## src/rtl/seg_scan_ctrl_if.sv

```systemverilog
// Bundle between the arithmetic datapath and the seven-segment scan controller.
// The master drives the load channel. The slave drives the display pins and the status pulses.
interface seg_scan_ctrl_if;
  logic [15:0] data_in;
  logic [3:0]  dp_in;
  logic [3:0]  en_in;
  logic        load;
  logic        load_ack;
  logic [6:0]  seg;
  logic        dp;
  logic [3:0]  an;
  logic [1:0]  digit_idx;
  logic        frame_tick;

  modport master (
    output data_in, dp_in, en_in, load,
    input  load_ack, seg, dp, an, digit_idx, frame_tick
  );

  modport slave (
    input  data_in, dp_in, en_in, load,
    output load_ack, seg, dp, an, digit_idx, frame_tick
  );
endinterface

```

## src/rtl/seg_scan_ctrl.sv

```systemverilog
// Four-digit common-anode scan controller with double-buffered hex/dp/enable registers.
// Define SEG_SCAN_BLANK_EN to blank the first BLANK_CYCLES cycles of every digit slot.
module seg_scan_ctrl #(
  parameter int PRESCALE     = 100000,
  parameter int BLANK_CYCLES = 1000
) (
  input  logic           clkin,
  input  logic           greset,
  seg_scan_ctrl_if.slave bus
);
  localparam int CW = (PRESCALE > 1) ? $clog2(PRESCALE) : 1;
  localparam logic [CW-1:0] CNT_MAX = CW'(PRESCALE - 1);

  typedef enum logic {S_BLANK = 1'b0, S_DRIVE = 1'b1} state_t;

`ifdef SEG_SCAN_BLANK_EN
  localparam state_t RST_STATE = (BLANK_CYCLES > 0) ? S_BLANK : S_DRIVE;
`else
  localparam state_t RST_STATE = S_DRIVE;
`endif

  state_t        r_state;
  state_t        w_state_nxt;
  logic [CW-1:0] r_cnt;
  logic [CW-1:0] w_cnt_nxt;
  logic [1:0]    r_idx;
  logic [1:0]    w_idx_nxt;
  logic          w_frame_end;
  logic          w_xfer;
  logic [15:0]   r_stg_data;
  logic [3:0]    r_stg_dp;
  logic [3:0]    r_stg_en;
  logic          r_pending;
  logic [15:0]   r_act_data;
  logic [3:0]    r_act_dp;
  logic [3:0]    r_act_en;
  logic [15:0]   w_act_data_nxt;
  logic [3:0]    w_act_dp_nxt;
  logic [3:0]    w_act_en_nxt;
  logic [3:0]    w_nibble;
  logic [6:0]    w_seg_nxt;
  logic          w_dp_nxt;
  logic [3:0]    w_an_nxt;
  logic [6:0]    r_seg;
  logic          r_dp;
  logic [3:0]    r_an;
  logic          r_frame_tick;
  logic          r_load_ack;

  function automatic logic [6:0] hex_decode(input logic [3:0] nib);
    logic [6:0] segs;
    case (nib)
      4'h0:    segs = 7'b1000000;
      4'h1:    segs = 7'b1111001;
      4'h2:    segs = 7'b0100100;
      4'h3:    segs = 7'b0110000;
      4'h4:    segs = 7'b0011001;
      4'h5:    segs = 7'b0010010;
      4'h6:    segs = 7'b0000010;
      4'h7:    segs = 7'b1111000;
      4'h8:    segs = 7'b0000000;
      4'h9:    segs = 7'b0010000;
      4'hA:    segs = 7'b0001000;
      4'hB:    segs = 7'b0000011;
      4'hC:    segs = 7'b1000110;
      4'hD:    segs = 7'b0100001;
      4'hE:    segs = 7'b0000110;
      4'hF:    segs = 7'b0001110;
      default: segs = 7'b1111111;
    endcase
    return segs;
  endfunction

  // Slot/digit sequencing; the active set only swaps at the frame boundary.
  always_comb begin
    w_frame_end = (r_idx == 2'd3) && (r_cnt == CNT_MAX);
    w_xfer      = w_frame_end && r_pending;
    if (r_cnt == CNT_MAX) begin
      w_cnt_nxt = '0;
      w_idx_nxt = r_idx + 2'd1;
    end else begin
      w_cnt_nxt = r_cnt + CW'(1);
      w_idx_nxt = r_idx;
    end
    if (w_xfer) begin
      w_act_data_nxt = r_stg_data;
      w_act_dp_nxt   = r_stg_dp;
      w_act_en_nxt   = r_stg_en;
    end else begin
      w_act_data_nxt = r_act_data;
      w_act_dp_nxt   = r_act_dp;
      w_act_en_nxt   = r_act_en;
    end
  end

  // Pins are derived from next-state values so they change on the same edge as cnt/digit_idx.
  always_comb begin
    w_state_nxt = S_DRIVE;
    w_an_nxt    = 4'b1111;
    w_seg_nxt   = 7'b1111111;
    w_dp_nxt    = 1'b1;
    w_nibble    = w_act_data_nxt[{w_idx_nxt, 2'b00} +: 4];
`ifdef SEG_SCAN_BLANK_EN
    case (r_state)
      S_BLANK: begin
        if (int'(w_cnt_nxt) >= BLANK_CYCLES) w_state_nxt = S_DRIVE;
        else                                 w_state_nxt = S_BLANK;
      end
      S_DRIVE: begin
        if ((w_cnt_nxt == '0) && (BLANK_CYCLES > 0)) w_state_nxt = S_BLANK;
        else                                         w_state_nxt = S_DRIVE;
      end
      default: w_state_nxt = RST_STATE;
    endcase
`else
    case (r_state)
      S_BLANK: w_state_nxt = S_DRIVE;
      default: w_state_nxt = S_DRIVE;
    endcase
`endif
    case (w_state_nxt)
      S_DRIVE: begin
        if (w_act_en_nxt[w_idx_nxt]) begin
          w_an_nxt  = ~(4'b0001 << w_idx_nxt);
          w_seg_nxt = hex_decode(w_nibble);
          w_dp_nxt  = ~w_act_dp_nxt[w_idx_nxt];
        end else begin
          w_an_nxt  = 4'b1111;
          w_seg_nxt = 7'b1111111;
          w_dp_nxt  = 1'b1;
        end
      end
      default: begin
        w_an_nxt  = 4'b1111;
        w_seg_nxt = 7'b1111111;
        w_dp_nxt  = 1'b1;
      end
    endcase
  end

  always_ff @(posedge clkin or posedge greset) begin
    if (greset) begin
      r_state <= RST_STATE;
      r_cnt   <= '0;
      r_idx   <= 2'd0;
    end else begin
      r_state <= w_state_nxt;
      r_cnt   <= w_cnt_nxt;
      r_idx   <= w_idx_nxt;
    end
  end

  // A load on the boundary edge re-arms pending for the next frame.
  always_ff @(posedge clkin or posedge greset) begin
    if (greset) begin
      r_stg_data <= 16'h0000;
      r_stg_dp   <= 4'b0000;
      r_stg_en   <= 4'b0000;
      r_pending  <= 1'b0;
      r_act_data <= 16'h0000;
      r_act_dp   <= 4'b0000;
      r_act_en   <= 4'b0000;
    end else begin
      if (bus.load) begin
        r_stg_data <= bus.data_in;
        r_stg_dp   <= bus.dp_in;
        r_stg_en   <= bus.en_in;
      end
      if (w_frame_end) r_pending <= bus.load;
      else if (bus.load) r_pending <= 1'b1;
      r_act_data <= w_act_data_nxt;
      r_act_dp   <= w_act_dp_nxt;
      r_act_en   <= w_act_en_nxt;
    end
  end

  always_ff @(posedge clkin or posedge greset) begin
    if (greset) begin
      r_an         <= 4'b1111;
      r_seg        <= 7'b1111111;
      r_dp         <= 1'b1;
      r_frame_tick <= 1'b0;
      r_load_ack   <= 1'b0;
    end else begin
      r_an         <= w_an_nxt;
      r_seg        <= w_seg_nxt;
      r_dp         <= w_dp_nxt;
      r_frame_tick <= w_frame_end;
      r_load_ack   <= w_xfer;
    end
  end

  assign bus.an         = r_an;
  assign bus.seg        = r_seg;
  assign bus.dp         = r_dp;
  assign bus.digit_idx  = r_idx;
  assign bus.frame_tick = r_frame_tick;
  assign bus.load_ack   = r_load_ack;
endmodule

```

## src/flat_wrapper.sv

```systemverilog
// flat-port wrapper written by rule: the top's interface ports become plain ports
module seg_scan_ctrl_flat 
#(
  parameter int PRESCALE     = 100000,
  parameter int BLANK_CYCLES = 1000
)
  (clkin, greset, bus_data_in, bus_dp_in, bus_en_in, bus_load, bus_load_ack, bus_seg, bus_dp, bus_an, bus_digit_idx, bus_frame_tick);
  seg_scan_ctrl_if bus_i ();
  input  logic clkin;
  input  logic greset;
  input wire logic [$bits(bus_i.data_in)-1:0] bus_data_in;
  input wire logic [$bits(bus_i.dp_in)-1:0] bus_dp_in;
  input wire logic [$bits(bus_i.en_in)-1:0] bus_en_in;
  input wire logic [$bits(bus_i.load)-1:0] bus_load;
  output wire logic [$bits(bus_i.load_ack)-1:0] bus_load_ack;
  output wire logic [$bits(bus_i.seg)-1:0] bus_seg;
  output wire logic [$bits(bus_i.dp)-1:0] bus_dp;
  output wire logic [$bits(bus_i.an)-1:0] bus_an;
  output wire logic [$bits(bus_i.digit_idx)-1:0] bus_digit_idx;
  output wire logic [$bits(bus_i.frame_tick)-1:0] bus_frame_tick;
  assign bus_i.data_in = bus_data_in;
  assign bus_i.dp_in = bus_dp_in;
  assign bus_i.en_in = bus_en_in;
  assign bus_i.load = bus_load;
  assign bus_load_ack = bus_i.load_ack;
  assign bus_seg = bus_i.seg;
  assign bus_dp = bus_i.dp;
  assign bus_an = bus_i.an;
  assign bus_digit_idx = bus_i.digit_idx;
  assign bus_frame_tick = bus_i.frame_tick;
  seg_scan_ctrl #(.PRESCALE(PRESCALE), .BLANK_CYCLES(BLANK_CYCLES)) u_core (.clkin(clkin), .greset(greset), .bus(bus_i));
endmodule
```

## config.mk

```make
export PLATFORM = sky130hd
export DESIGN_NAME = seg_scan_ctrl_flat
export DESIGN_NICKNAME = d
export VERILOG_FILES = /design/src/rtl/seg_scan_ctrl_if.sv /design/src/rtl/seg_scan_ctrl.sv /design/src/flat_wrapper.sv
export SDC_FILE = /design/constraint.sdc
export NUM_CORES = 1
export LEC_CHECK = 0
export CAP_MARGIN = 20
export CORE_MARGIN = 1.5
export CORE_UTILIZATION = 54
export DETAILED_ROUTE_END_ITERATION = 8
export PLACE_DENSITY = 0.77
export SYNTH_ARGS = -nofsm -noshare
export SYNTH_HDL_FRONTEND = slang
export SYNTH_SLANG_ARGS = --single-unit
```

## constraint.sdc

```tcl
create_clock -name clkin -period 3.5 [get_ports clkin]
set_input_delay 0.7 -clock clkin [delete_from_list [all_inputs] [get_ports clkin]]
set_output_delay 0.7 -clock clkin [all_outputs]
set_load 0.02 [all_outputs]
```

# == Word-level counts from Yosys, hierarchy flattened ==
# Memories as Yosys holds them, arrays and structs flattened.
# Cells that the tools add are included.
# word_totals
register_bits,82
inputBits,27
output_inout_bits,16
memories,1
rom_bits,112
word_cells,41
# memory_table
memory,depth,width,rd,rd_ports_with_merged_regs,wr,line_no,text
(no name shown),16,7,1,0,0,seg_scan_ctrl.sv:52,case (nib)
# op_classes
n_eq_ne,2
magnitude_cmp,1
muxes,14
n_shift,2
n_addsub,2
n_reduce_logical,3
bitwise,2
# ops
op,n
17-bit by 1-bit adder with 17-bit output (second input constant),1
17-bit == test (second input constant),1
17-bit 2-to-1 mux,1
16-bit 2-to-1 mux,1
16-bit by 5-bit indexed part select with 4-bit output,1
4-bit 2-to-1 mux,3
7-bit 2-to-1 mux,1
1-bit 2-to-1 mux,5
1-bit binary-select mux with 2-bit select,2
4-bit inverter,1
1-bit by 2-bit left shift with 4-bit output (first input constant),1
2-bit by 3-bit less-than comparator with 1-bit output (second input constant),1
2-bit by 1-bit adder with 2-bit output (second input constant),1
2-bit == test (second input constant),1
1-bit logical AND,2
2-bit 2-to-1 mux,1
2-bit nonzero test,1
1-bit inverter,1

# == Depth between registers and ports, before layout ==
# logic_depth
ltp_word,8
mapped_depth,17
ltp_nobuf,14

# == Worst setup path after synthesis ==
# No wires, ideal clock.
# synth_path
path_kind,reg2reg
start,reg u_core.r_cnt[0]
end,"reg u_core.r_seg[3], in the netlist u_core.bus.seg[3]"
stages_incl_launch_ff,16
setup_time_ns,0.072
n_path_buf,3
required_time_ns,3.428
synth_period_minus_slack_ns,2.836
path_slack_ns,0.664
arrival_ns,2.764
path_cell_list,dfrtp_1 > ha_1 > and4_4 > buf_6 > and4_4 > buf_12 > xnor2_4 > inv_6 > buf_12 > mux4_2 > nand2_1 > o21ai_2 > inv_1 > ha_1 > o211a_1 > o21ai_1
# synth_via
word_cells_on_any_way,11
classes_between,eq/ne (1); shift (1); mux (6); reduce/logical (2); memory (1)
# synth_lines
item,line_no,text
from (decl),seg_scan_ctrl.sv:24,logic [CW-1:0] r_cnt;
from (signal assigned),seg_scan_ctrl.sv:148,r_cnt <= w_cnt_nxt;
17-bit == test *,seg_scan_ctrl.sv:78,if (r_cnt == CNT_MAX) begin
2-bit 2-to-1 mux *,seg_scan_ctrl.sv:78,
named net u_core.w_idx_nxt[0],seg_scan_ctrl.sv:27,logic [1:0] w_idx_nxt;
16-bit by 5-bit indexed part select with 4-bit output / 1-bit binary-select mux with 2-bit select (equally long branches),"seg_scan_ctrl.sv:102, seg_scan_ctrl.sv:123",
memory read 16 x 7 bit / 1-bit 2-to-1 mux (equally long branches),--,
7-bit 2-to-1 mux *,seg_scan_ctrl.sv:123,if (w_act_en_nxt[w_idx_nxt]) begin
named net u_core.w_seg_nxt[3],seg_scan_ctrl.sv:41,logic [6:0] w_seg_nxt;
to (signal assigned),seg_scan_ctrl.sv:186,r_seg <= w_seg_nxt;
to (decl),seg_scan_ctrl.sv:44,logic [6:0] r_seg;
# Mark *: on every way through the listed nets, which the timed path passes. The rest lies on a longest branch. The select of a mux whose other input is x is not followed.
# A chain may end at the register's enable or synchronous reset.

# == Final worst setup path ==
# layout_path
start,reg u_core.r_cnt[0]
end,"reg u_core.r_seg[5], in the netlist u_core.bus.seg[5]"
# layout_via
elab_chain_len,7
word_cells_on_any_way,11
classes_between,eq/ne (1); shift (1); mux (6); reduce/logical (2); memory (1)
# layout_rtl
item,line_no,text
17-bit == test,seg_scan_ctrl.sv:76,w_frame_end = (r_idx == 2'd3) && (r_cnt == CNT_MAX);
1-bit logical AND,seg_scan_ctrl.sv:76,
1-bit logical AND,seg_scan_ctrl.sv:77,w_xfer = w_frame_end && r_pending;
16-bit 2-to-1 mux,seg_scan_ctrl.sv:85,if (w_xfer) begin
named net u_core.w_act_data_nxt[13],seg_scan_ctrl.sv:37,logic [15:0] w_act_data_nxt;
16-bit by 5-bit indexed part select with 4-bit output,seg_scan_ctrl.sv:102,"w_nibble = w_act_data_nxt[{w_idx_nxt, 2'b00} +: 4];"
memory read 16 x 7 bit,--,
7-bit 2-to-1 mux,seg_scan_ctrl.sv:123,
named net u_core.w_seg_nxt[5],seg_scan_ctrl.sv:41,
# The timed path passes the listed nets, and every way through them passes these cells. The select of a mux whose other input is x is not followed.

==> results.tsv <==
metric	value	unit
cts-resized-gates	0	
max_freq	0.330	GHz
critical_path_required	3.75	ns
drive_above_1_share	24.6	%
synthArstFlopShare	100	%
initial_utilization	56.2	%
min_period	3.03	ns
io_pins	43	
utilization	66.7	%
worstHoldEndpoint	u_core.r_act_dp[2]	
reg2reg_slack	0.47	ns
muxShareOfSynthArea	11.8	%
grt_setup_unrepaired	no	
r2r_start	u_core.r_cnt[0]	
synth_compound_area_share	5.86	%
grt_pass1_wl	12.0	mm
synthSimpleGateAreaFrac	18.0	%
antenna_left	0	
crit_type	flop to flop	
synth_area_per_cell	11.9	sq um
path_clk_slew	0.08	ns
cts_tree	done	
synthesis.area	0.00384	sq mm
ys_top_cells_by_area	dfrtp_1, mux2_2, dfstp_2, nand2_1, ha_1	
firstDrtPassIters	4	
diodes	0	
most-common-layout-cells	dfrtp_1, nand2_1, clkdlybuf4s50_1, mux2_2, nand3_1	
hp-start	u_core.r_act_dp[2]	
grtUsageTotal	20.7	%
area_growth	18.7	%
fin_setup_tns	0	ns
die_y	87.3	um
synth_top_cell_by_area	dfrtp_1	
grt_max_degree	35	
hpwl	5.03	mm
antenna_found_initial	0	
io_buffers	42	
crit_path_end_kind	flop	
path_max_fanout	18	
clock-sinks	82	
post-place-ws	0.491	ns
layout_commonest_cell	dfrtp_1	
cts.path.max_buffers	2	
synthXorXnorAreaFrac	3.68	%
cp-start-kind	flop	
final.period_utilization	86.5	%
fillers	527	
yosysWarnings	0	
timing.rr.end	u_core.bus.seg[5]	
grt-ovfl-total	0	
synth-edff-count	0	
worst_pin_slew	0.667	ns
synth-adder-area-share	2.61	%
leakagePower	1.96	nW
critPathArrivalTime	3.28	ns
placementRows	30	
setup_viol	0	
ir_drop	0.404	mV
syn_inst	322	
wl	7.16	mm
drtIter0Drc	97	
die_x	87.3	um
ys_seq_elements	82	
synth_fp_nets	357	
cts-root-buf	clkbuf_8	
drcViolationCount	0	
avgViaCountPerCell	5.42	
synth_top_family_by_area	simple AND/OR/NAND/NOR gates	
skew	0.0104	ns
synth_top_area_share	45.6	%
p_per_area	431	mW/mm^2
relSlewSlack	55.5	%
setup_ws	0.472	ns
finalHoldViolations	0	
hp-class	flop to flop	
wl_per_cell	15.4	um
r2r_cells	13	
routed-via-count	2526	
dieArea	0.00763	sq mm
slew_violations	0	
fp.coreArea	0.00683	sq mm
holdBufCountCts	0	
grt_pass1_vias	2558	
cts_setup_buffers	0	
drv_cap	0	
seq_area_frac_synth	53.8	%
numCtsBuffers	9	
cts_max_level	3	
gp_congestion	0.847	
place_inst	450	
synthFlopType	dfrtp_1	
nets	400	
whs_path_depth	2	
status	complete, no violations	
ys_types	53	
clk_latency	0.35	ns
finalNonFillerCells	466	
-- layout make-up --
type / count / area (sq um) / share of cell area, %
sequential: 82 / 2070 / 45.3
clock inverter: 7 / 141 / 3.10
multi-input combinational: 216 / 1610 / 35.3
timing repair buffer: 47 / 458 / 10.0
inverter: 9 / 38.8 / 0.851
clock buffer: 9 / 124 / 2.72
tap: 96 / 120 / 2.63
-- registers in the layout, summed over array words and instances (netlist names), 7 cells and up --
name               flops
u_core.r_act_data     16
u_core.r_cnt          17
u_core.bus.seg         7
u_core.r_stg_data     16
-- worst max-delay path by stage --
stage	endpoint	startpoint	cells after the start	slack (ns)
6_report	u_core.bus.seg[5]	u_core.r_cnt[0]	13	0.47
5_1_grt	u_core.bus.seg[5]	u_core.r_cnt[0]	13	0.28
4_1_cts	u_core.bus.seg[5]	u_core.r_cnt[0]	14	0.47
3_5_place_dp	u_core.bus.seg[5]	u_core.r_cnt[0]	13	0.49
3_3_place_gp	u_core.bus.seg[3]	u_core.r_cnt[0]	11	0.60
2_1_floorplan	u_core.bus.seg[3]	u_core.r_cnt[0]	15	0.66
-- logic make-up after synthesis --
family | count (synthesis)
AO/OA/AOI/OAI | 31
AND/OR/NAND/NOR | 124
XOR/XNOR | 14
flip-flops | 82
multiplexers | 39
buffers and inverters | 24
adder cells (fa/ha/maj) | 8
-- power breakdown --
group / total (W) / internal, W / switching (W)
clock: 0.000883 / 0.000546 / 0.000338
combinational: 0.0000872 / 0.0000536 / 0.0000336
sequential: 0.000994 / 0.000975 / 0.0000190
-- worst max-delay path: stages (launching register included) --
cell and delay, ns:
dfrtp_1 0.39, ha_1 0.22, and4_4 0.27, and4_4 0.39, nand2_4 0.20, mux2_2 0.29, mux2i_1 0.08, o21ai_2 0.28
inv_1 0.14, ha_1 0.27, inv_1 0.08, nor2_1 0.04, a21oi_1 0.15, o221ai_2 0.11
-- synthesized netlist by cell type, drive strengths merged, types with 2 or more instances --
cell type / count
nand2: 53
mux2: 30
and4bb: 2
inv: 9
buf: 11
xnor2: 8
dfrtp: 70
nand2b: 2
nand3: 20
clkbuf: 4
or3: 3
o21ai: 17
xor2: 6
o221ai: 2
and2: 3
dfstp: 12
and4: 4
o211ai: 5
mux2i: 7
a21oi: 4
mux4: 2
nor4b: 2
ha: 8
nor2: 15
nand4: 15
or2: 2
-- per-layer routing --
metal	GRT usage, %	up-vias	part of all wire [%]
met2	32.8	70	49
met5	0	-	0
li1	-	1210	-
met4	8.80	0	1.7
met1	27.7	1234	46
met3	4.27	12	3.3
-- through the flow --
| stage | hold slack, ns | instance area (sq um) | power (W) |
|---|---|---|---|
| floorplan | 0.433 | 3840 | 0.00105 |
| global placement | 0.449 | 4290 | 0.00110 |
| detailed placement | 0.452 | 4290 | 0.00110 |
| CTS | 0.470 | 4560 | 0.00198 |
| global route | 0.493 | 4560 | 0.00203 |
| finish | 0.469 | 4560 | 0.00196 |
No activity file was read; power rests on OpenSTA's default activity.
